`src/rtl/cpu_pkg.sv`:
```
// Processor-wide types and sizes shared by the fetch unit, the core FSM and the RAM wrapper.
package cpu_pkg;

  localparam int INSTR_BYTES = 4;
  localparam int SYS_ADDR_W  = 16;

  typedef enum logic [2:0] {
    ST_IDLE,
    ST_ISSUE,
    ST_DRAIN,
    ST_DONE,
    ST_FAULT
  } fetch_state_t;

  // One tracked read in flight: capture strobe plus the byte lane it lands in.
  typedef struct packed {
    logic       en;
    logic [1:0] idx;
  } cap_t;

  function automatic logic [31:0] put_byte(input logic [31:0] word,
                                           input logic [1:0]  idx,
                                           input logic [7:0]  b);
    logic [31:0] r;
    r = word;
    r[{idx, 3'b000} +: 8] = b;
    return r;
  endfunction

endpackage

```
`src/rtl/ifetch_delay.sv`:
```
// Delay line that follows each issued RAM read so its byte is captured RD_LATENCY cycles later.
// Latency DEPTH cycles; no backpressure, flush drops every tracked read.
module ifetch_delay
  import cpu_pkg::*;
#(
  parameter int DEPTH = 1
) (
  input  logic clk,
  input  logic rst,
  input  logic flush,
  input  cap_t din,
  output cap_t dout
);

  cap_t stage [DEPTH];

  always_ff @(posedge clk or negedge rst) begin
    if (!rst) begin
      for (int i = 0; i < DEPTH; i++) stage[i] <= '0;
    end else if (flush) begin
      for (int i = 0; i < DEPTH; i++) stage[i] <= '0;
    end else begin
      stage[0] <= din;
      for (int i = 1; i < DEPTH; i++) stage[i] <= stage[i-1];
    end
  end

  assign dout = stage[DEPTH-1];

endmodule

```
`src/rtl/instr_fetch.sv`:
```
// Multicycle fetch of a little-endian 32-bit word from byte RAM; valid pulses 4+RD_LATENCY edges after start.
// No backpressure: start is taken only in IDLE; IFETCH_ALIGN_CHECK_EN adds the misaligned-pc fault pulse.
module instr_fetch
  import cpu_pkg::*;
#(
  parameter int RD_LATENCY = 1,
  parameter int ADDR_W     = SYS_ADDR_W
) (
  input  logic              clk,
  input  logic              rst,
  input  logic              start,
  input  logic              flush,
  input  logic [31:0]       pc,
  input  logic [7:0]        mem_q,
  output logic              mem_rden,
  output logic [ADDR_W-1:0] mem_addr,
  output logic [31:0]       instr,
  output logic              valid,
  output logic              busy,
  output logic              fault
);

  fetch_state_t      state, state_nxt;
  logic [1:0]        issue_cnt, issue_nxt;
  logic [2:0]        cap_cnt, cap_nxt;
  logic [31:0]       asm_buf, buf_nxt, instr_nxt;
  logic              rden_nxt, valid_nxt, busy_nxt;
  logic [ADDR_W-1:0] addr_nxt;
  cap_t              cap_in, cap_out;
  logic              unused_pc_hi;

`ifdef IFETCH_ALIGN_CHECK_EN
  logic fault_q, fault_nxt;
  assign fault = fault_q;
`else
  assign fault = 1'b0;
`endif

  assign unused_pc_hi = ^(pc >> ADDR_W);

  // The read presented this cycle is byte issue_cnt-1; it is tagged now and captured later.
  assign cap_in.en  = mem_rden;
  assign cap_in.idx = issue_cnt - 2'd1;

  ifetch_delay #(.DEPTH(RD_LATENCY)) u_delay (
    .clk   (clk),
    .rst   (rst),
    .flush (flush),
    .din   (cap_in),
    .dout  (cap_out)
  );

  always_ff @(posedge clk or negedge rst) begin
    if (!rst) state <= ST_IDLE;
    else      state <= state_nxt;
  end

  always_comb begin
    state_nxt = state;
    issue_nxt = issue_cnt;
    cap_nxt   = cap_cnt;
    buf_nxt   = asm_buf;
    instr_nxt = instr;
    rden_nxt  = 1'b0;
    addr_nxt  = mem_addr;
    valid_nxt = 1'b0;
    busy_nxt  = busy;
`ifdef IFETCH_ALIGN_CHECK_EN
    fault_nxt = 1'b0;
`endif

    if (cap_out.en) begin
      buf_nxt = put_byte(asm_buf, cap_out.idx, mem_q);
      cap_nxt = cap_cnt + 3'd1;
    end

    case (state)
      ST_IDLE: begin
        if (start && !flush) begin
          busy_nxt = 1'b1;
          cap_nxt  = 3'd0;
`ifdef IFETCH_ALIGN_CHECK_EN
          if (pc[1:0] != 2'b00) begin
            state_nxt = ST_FAULT;
          end else
`endif
          begin
            state_nxt = ST_ISSUE;
            rden_nxt  = 1'b1;
            addr_nxt  = pc[ADDR_W-1:0];
            issue_nxt = 2'd1;
          end
        end
      end
      ST_ISSUE: begin
        // issue_cnt wraps to 0 once byte 3 has been presented
        if (issue_cnt == 2'd0) begin
          state_nxt = ST_DRAIN;
        end else begin
          rden_nxt  = 1'b1;
          addr_nxt  = mem_addr + ADDR_W'(1);
          issue_nxt = issue_cnt + 2'd1;
        end
      end
      ST_DRAIN: begin
        if (cap_nxt == 3'(INSTR_BYTES)) begin
          state_nxt = ST_DONE;
          valid_nxt = 1'b1;
          busy_nxt  = 1'b0;
          instr_nxt = buf_nxt;
        end
      end
      ST_DONE: begin
        state_nxt = ST_IDLE;
      end
      ST_FAULT: begin
        state_nxt = ST_IDLE;
        busy_nxt  = 1'b0;
`ifdef IFETCH_ALIGN_CHECK_EN
        fault_nxt = 1'b1;
`endif
      end
      default: state_nxt = ST_IDLE;
    endcase

    if (flush && state != ST_IDLE) begin
      state_nxt = ST_IDLE;
      rden_nxt  = 1'b0;
      busy_nxt  = 1'b0;
      valid_nxt = 1'b0;
      instr_nxt = instr;
      cap_nxt   = 3'd0;
      issue_nxt = 2'd0;
`ifdef IFETCH_ALIGN_CHECK_EN
      fault_nxt = 1'b0;
`endif
    end
  end

  always_ff @(posedge clk or negedge rst) begin
    if (!rst) begin
      issue_cnt <= 2'd0;
      cap_cnt   <= 3'd0;
      asm_buf   <= 32'd0;
      instr     <= 32'd0;
      mem_rden  <= 1'b0;
      mem_addr  <= '0;
      valid     <= 1'b0;
      busy      <= 1'b0;
    end else begin
      issue_cnt <= issue_nxt;
      cap_cnt   <= cap_nxt;
      asm_buf   <= buf_nxt;
      instr     <= instr_nxt;
      mem_rden  <= rden_nxt;
      mem_addr  <= addr_nxt;
      valid     <= valid_nxt;
      busy      <= busy_nxt;
    end
  end

`ifdef IFETCH_ALIGN_CHECK_EN
  always_ff @(posedge clk or negedge rst) begin
    if (!rst) fault_q <= 1'b0;
    else      fault_q <= fault_nxt;
  end
`endif

endmodule

```
`config.mk`:
```
export PLATFORM = sky130hd
export DESIGN_NAME = instr_fetch
export DESIGN_NICKNAME = d
export VERILOG_FILES = /design/src/rtl/cpu_pkg.sv /design/src/rtl/ifetch_delay.sv /design/src/rtl/instr_fetch.sv
export SDC_FILE = /design/constraint.sdc
export NUM_CORES = 1
export LEC_CHECK = 0
export CORE_MARGIN = 1.5
export CORE_UTILIZATION = 30
export DETAILED_ROUTE_END_ITERATION = 8
export PLACE_DENSITY_LB_ADDON = 0.1
export SYNTH_ARGS = -nofsm -noshare
export SYNTH_HDL_FRONTEND = slang
export SYNTH_SLANG_ARGS = --single-unit
export TNS_END_PERCENT = 50
```
`constraint.sdc`:
```
create_clock -name clk -period 3.2 [get_ports clk]
set_clock_uncertainty 0.1 [all_clocks]
set_input_delay 0.32 -clock clk [delete_from_list [all_inputs] [get_ports clk]]
set_output_delay 0.32 -clock clk [all_outputs]
set_load 0.01 [all_outputs]
```
==> results of run 1 <==
==> power groups by stage <==
stage               combinational [mW]  clock [mW]  sequential (mW)
global placement                  1.29           0             1.64
global route                      1.45        1.06             1.67
finish                            1.31       0.982             1.62
CTS                               1.32        1.02             1.63
floorplan                        0.796           0             1.63
detailed placement                1.31           0             1.65
==> metal layers <==
| metal | share of wire, % | global-route usage [%] | vias to the layer above | routed length (µm) |
|---|---|---|---|---|
| met2 | 46 | 22.10 | 91 | 4659 |
| met4 | 2.1 | 6.322 | 0 | 208 |
| met3 | 6.0 | 3.434 | 15 | 603 |
| met5 | 0 | 0 | - | 0 |
| met1 | 45 | 18.82 | 1511 | 4556 |
| li1 | - | - | 1461 | - |
==> worst paths after layout <==
| path | to | start | slack [ps] | depth (start not counted) |
|---|---|---|---|---|
| worst max-delay path | instr[25]$_DFFE_PN0P_ | state[1]$_DFFE_PN0P_ | 870 | 7 |
| worst min-delay path | instr[30]$_DFFE_PN0P_ | rst | -0.5 | 1 |
| worst max register to register | instr[25]$_DFFE_PN0P_ | state[1]$_DFFE_PN0P_ | 870 | 7 |
| min in group clk | u_delay.dout[0]$_DFF_PN0_ | issue_cnt[0]$_DFFE_PN0P_ | 380 | 1 |
| worst min register to register | u_delay.dout[0]$_DFF_PN0_ | issue_cnt[0]$_DFFE_PN0P_ | 380 | 1 |
| max in group asynchronous | mem_addr[0]$_DFFE_PN0P_ | rst | 2270 | 2 |
==> state kept, by name (all words and copies together) (netlist names) <==
name	flops
mem_addr	16
u_delay.dout	3
mem_rden	1
asm_buf	32
instr	32
issue_cnt	2
cap_cnt	3
valid	1
state	2
busy	1
==> final cells by class <==
class / count / area (µm²) / share of cell area [%]
multi-input combinational: 230 / 1888 / 33.71
timing repair buffer: 85 / 843.3 / 15.05
clock inverter: 5 / 36.28 / 0.6478
tap: 180 / 225.2 / 4.021
clock buffer: 11 / 232.7 / 4.155
sequential: 93 / 2327 / 41.55
inverter: 13 / 48.80 / 0.8711
==> cell families (layout without fill, tap and decap cells) <==
| group | after synthesis | count (layout) |
|---|---|---|
| adder cells (fa/ha/maj) | 12 | 12 |
| other | 1 | 1 |
| buffers and inverters | 28 | 114 |
| XOR/XNOR | 3 | 3 |
| flip-flops | 93 | 93 |
| AO/OA/AOI/OAI | 89 | 89 |
| AND/OR/NAND/NOR | 90 | 90 |
| multiplexers | 35 | 35 |
==> stage by stage <==
stage          std cells  total power [mW]  util (%)  cell area (µm²)
6_report             617             3.912     39.89             5602
3_5_place_dp         601             2.956     37.98             5333
4_1_cts              617             3.968     39.89             5602
2_1_floorplan        351             2.431         -             4380
3_3_place_gp         601             2.932     37.98             5333
5_1_grt              617             4.178     39.89             5602
==> Yosys cell counts (2+ instances only) <==
cell type  number
dfrtp_1        93
a22o_1         33
mux2_4         29
a21oi_1        22
nand2_1        18
inv_1          13
ha_1           12
nor2_1         11
o21ai_0        11
nand2b_1       10
nand3_1        10
nor3_1          8
o22ai_1         7
clkbuf_1        6
o31ai_1         5
nand4_1         4
nor2b_1         4
nor4_1          4
and4_1          3
buf_12          3
buf_2           3
mux2_2          3
mux2i_1         3
or3_1           3
buf_4           2
nand2_2         2
or4_1           2
xor2_1          2
==> results.md, run 1 <==
* Min-Delay Path Class: in2async
* CP bufs+invs at 2
* Fillers at roughly 1300
* Drt first pass iters at 4
* Number of synthesis warnings at 0
* Top_reg_cell synth: dfrtp_1
* Seq/Total Area, Yosys at 53.13%
* GPL Wtd Cong at 0.7828
* Switching portion of total power at 35.95%
* Layout cells sized above 1 at 14.42%
* Vias/cell at 4.989
* Most frequent cells in the layout: dfrtp_1 (93), clkdlybuf4s50_1 (77), a22o_1 (33)
* HPWL Detailed at 6962 µm
* Slowest stage delay, CP at 430 ps
* Top cells by area, synth: dfrtp_1 (53%), mux2_4 (9.9%), a22o_1 (6.6%), ha_1 (3.4%), a21oi_1 (2.5%)
* GRT Total Usage at 14.22%
* Row cnt at 43
* Diodes inserted at 0
* Cells after synthesis at 351
* Syn avg cell area at 12.48 µm²
* P_int at 2.506 mW
* Status: finished with violations
* Power density cells at between 600 and 700 nW/µm²
* Mux cell area share after synthesis at 11.40%
* Die area at between 15000 and 20000 µm²
* Longest Clk Path Bufs at 2
* Compound-Gate Fraction of Synth Area at roughly 15%
* First-pass GRT wire length at 16480 µm
* Initial antenna violation count at 0
* Peak VDD IR at 0.3258 mV
* Die H at 123.8 µm
* # DRC at 0
* Final Max Slew Viols at 0
* Largest net degree at the start of global routing at 71
* Worst EP arrival at 2450 ps
* H-tree lvl count at 3
* Post-synthesis adder-cell area fraction at under 10%
* Final setup violation count at 0
* Post-Syn Area at 4380 µm²
* Number of global-route vias before repair at 3096
* Worst-margin pin slew at 874.5 ps
* Setup TNS at 0 ps
* Synth Area in Simple Gates at about an eighth
* Die Wd at between 100 and 150 µm
* Initial drt markers at 203
* Initial Util at 31.19%
* CTS tree: yes
* Clk sinks at 93
* Flops & latches, synth at 93
* Antenna Nets Post-Route at 0
* RSZ-0062 raised after global routing: false
* Max FO, Critical Path at 23
* Routed len/inst at ~16 µm
* Final period utilization at 72.68%
* CP cell instances: inv_1, ha_1, nand2b_1, nand2_1, nor2_8, buf_12, mux2_4
* Clk network pwr share at about 25%
* WHS at -0.4681 ps
* Hold buffers post-CTS at 0
* Net Count, Synth at 407
* Nets at just under 500
* Buffers on Ports at between 70 and 80
* Placeable Area at 14040 µm²
* Crit-path slowest cell: dfrtp_1
* Final wirelength at 10030 µm
* Worst-skew pair later-pin latency at ~350 ps
* Crit-path leading delay family: simple AND/OR/NAND/NOR gates
* Max Fclk at between 400 and 500 MHz
* Total I/O pin count at 96
* Root Buffer: clkbuf_16
* Post-synth EDFFs at 0
* DR vias at 3078
* Largest area contributor in the netlist: dfrtp_1
* Max_cap viols at 0
* Async SR Flop Fraction at 100.0%
* Setup bufs post-CTS at 0
* Post-Synth XOR/XNOR Area at 0.5998%
* Largest family of logic cells by synthesized area: compound AO/OA/AOI/OAI gates
* Pre-CTS setup slack at roughly 860 ps
* CP startpoint kind: register
* Resized Gates After CTS at 0
* Leak Pwr at 2.435 nW
* Final worst slack at 874.4 ps
* Clock slew at reported path FFs at 60 ps
* Seq pwr share at about two fifths
* Failing checks: hold timing
* Total CTS buffers at 9
* Comb pwr share at 33.4%
* Global route overflow at 0
* Final hold viol count at 1
* Most common cell after layout, fill and taps aside: dfrtp_1
* Critical path class: reg2reg
* Crit path required time at 3330 ps
* Minimum clock period at 2326 ps
* Yosys top cell area share at between 50% and 60%
* Distinct cells, synth at 53
* Crit end category: register
* Max_slew headroom at a little over two fifths
* Layout area overhead at 27.88%
* Switching pwr at 1.406 mW
Power figures use the tool's default switching activity.
==> run 2: changes to the inputs <==
==> constraint.sdc (replaced) <==
create_clock -name clk -period 2.15 [get_ports clk]
set_clock_uncertainty 0.1 [all_clocks]
set_input_delay 0.215 -clock clk [delete_from_list [all_inputs] [get_ports clk]]
set_output_delay 0.215 -clock clk [all_outputs]
set_load 0.01 [all_outputs]
==> run 2 against run 1 <==
  * The flow now finishes without violations
  * Core utilization rose by 1.8 points
  * Final area increased by 4.5%
  * First-iteration DRC count is 13% lower
  * Non-clock buffer count rose by 20
  * Count of clock-buffer cells in the layout down 1
  * Sequential power rose by 46%
  * Register-to-register slack got worse by 750 ps
  * Maximum frequency up 15%
  * Critical endpoint is now instr[12]$_DFFE_PN0P_
==> results.md, run 2 (synthesis results as in run 1) <==
* DR vias at 3145
* Final wirelength at 10140 µm
* Leak Pwr at 2.582 nW
* Largest net degree at the start of global routing at 64
* Final hold viol count at 0
* Die H at ~120 µm
* CTS tree: yes
* Longest Clk Path Bufs at 2
* Worst-skew pair later-pin latency at 340 ps
* Min-Delay Path Class: in2async
* Placeable Area at around 14000 µm²
* Max_slew headroom at around 65%
* Final Max Slew Viols at 0
* Total CTS buffers at 9
* Vias/cell at approximately 4.9
* Max FO, Critical Path at 13
* Global route overflow at 0
* Root Buffer: clkbuf_16
* Minimum clock period at 2025 ps
* Fin util at 41.70%
* Layout cells sized above 1 at 18.60%
* Total I/O pin count at 96
* GRT Total Usage at 14.41%
* Top flop regs: asm_buf: 32 flops, instr: 32 flops, mem_addr: 16 flops
* Max_cap viols at 0
* Routed len/inst at 15.92 µm
* # DRC at 0
* Setup TNS at 0 ps
* Area after DPL at 5505 µm²
* Status: finished clean
* Design Area, Final at 5856 µm²
* Fillers at 1301
* Max Fclk at 493.8 MHz
* Clock slew at reported path FFs at approximately 70 ps
* Worst-margin pin slew at 520.4 ps
* Final period utilization at a little over nine tenths
* Worst EP arrival at 2150 ps
* Buffers on Ports at 78
* Drt first pass iters at 4
* Power density cells at 1068 nW/µm²
* Diodes inserted at 0
* Initial Util at 31.19%
* Most frequent cells in the layout: dfrtp_1 (93), clkdlybuf4s50_1 (77), a22o_1 (33)
* Placed cell count at 619
* Nets at 508
* Final setup violation count at 0
* Antenna Nets Post-Route at 0
* RSZ-0062 raised after global routing: false
* Crit path required time at between 2000 and 2500 ps
* Register-to-register setup slack at 130 ps
* Pwr Total at 6.255 mW
* Fin cells at 637
* First-pass GRT wire length at 16700 µm
* WHS at 250.7 ps
* Initial antenna violation count at 0
* Row cnt at 43
* Pre-CTS setup slack at between 50 and 60 ps
* Die Wd at 123.8 µm
* HPWL Detailed at 7287 µm
* Crit end category: register
* Most common cell after layout, fill and taps aside: dfrtp_1
* Initial drt markers at 177
* Layout area overhead at 33.68%
* GPL Wtd Cong at 0.7998
* CP startpoint kind: register
* Peak VDD IR at 0.5689 mV
* Die area at around 15000 µm²
* Final worst slack at 125.0 ps
* Clk sinks at 93
* Number of global-route vias before repair at 3184
* H-tree lvl count at 3
* Critical path class: reg2reg
-- run 2: changes by cell type in the layout (fill, tap and decap cells not counted), moves of 2 or more --
cell        change
bufinv_16       +2
inv_6           +2
clkbuf_1        -2
clkinvlp_4      -3
buf_4          +16
buf_12          +3
-- run 2: cell type report --
class                   count  area, µm²  share of cell area (%)
inverters                  13      48.80                  0.8333
clock inverters             6      91.34                   1.560
multi-input cells         230       1891                   32.29
flip-flops and latches     93       2327                   39.74
repair buffers            105       1033                   17.65
clock buffers              10      239.0                   4.081
well taps                 180      225.2                   3.846
-- run 2: report_power, final --
part / leakage, nW / internal, mW / total [mW] / switching, mW
Combinational: 1.18 / 0.995 / 2.11 / 1.12
Clock: 0.164 / 1.06 / 1.77 / 0.707
Sequential: 1.24 / 2.07 / 2.37 / 0.309
-- run 2: path summary, 6_finish.rpt --
kind                                          startpoint                   endpoint  cells after the start
max in group asynchronous                            rst      instr[11]$_DFFE_PN0P_                      3
worst min register to register  issue_cnt[0]$_DFFE_PN0P_  u_delay.dout[0]$_DFF_PN0_                      1
worst max register to register      cap_cnt[1]$_DFF_PN0_      instr[12]$_DFFE_PN0P_                      6
worst max-delay path                cap_cnt[1]$_DFF_PN0_      instr[12]$_DFFE_PN0P_                      6
min in group clk                issue_cnt[0]$_DFFE_PN0P_  u_delay.dout[0]$_DFF_PN0_                      1
worst min-delay path                                 rst            valid$_DFF_PN0_                      2
-- run 2: what timing repair did --
item,4_1_cts,5_1_grt
buffers inserted,0,1
setup endpoints to repair,0,11
hold buffers,1,0
gates resized for setup,0,1
hold endpoints to repair,30,0
-- run 2: critical path: stages (launching register included) --
cell and delay (ps):
dfrtp_1 400, ha_1 210, xor2_1 240, a41oi_4 200, nor2_8 250, buf_12 190
mux2_4 300
-- run 2: per-layer routing --
layer  GRT usage [%]  wire, µm  up-vias
li1                -         -     1509
met1           19.17      4851     1551
met2           22.58      4644       72
met3           3.709       483       13
met4           5.460       162        0
met5               0         0        -
==> run 3: changes to the inputs <==
--- a/config.mk
+++ b/config.mk
@@ -12,4 +12,3 @@
 export SYNTH_ARGS = -nofsm -noshare
 export SYNTH_HDL_FRONTEND = slang
 export SYNTH_SLANG_ARGS = --single-unit
-export TNS_END_PERCENT = 50
==> results of run 3 <==
The final DEF is identical to that of run 2; final timing and power are the same.
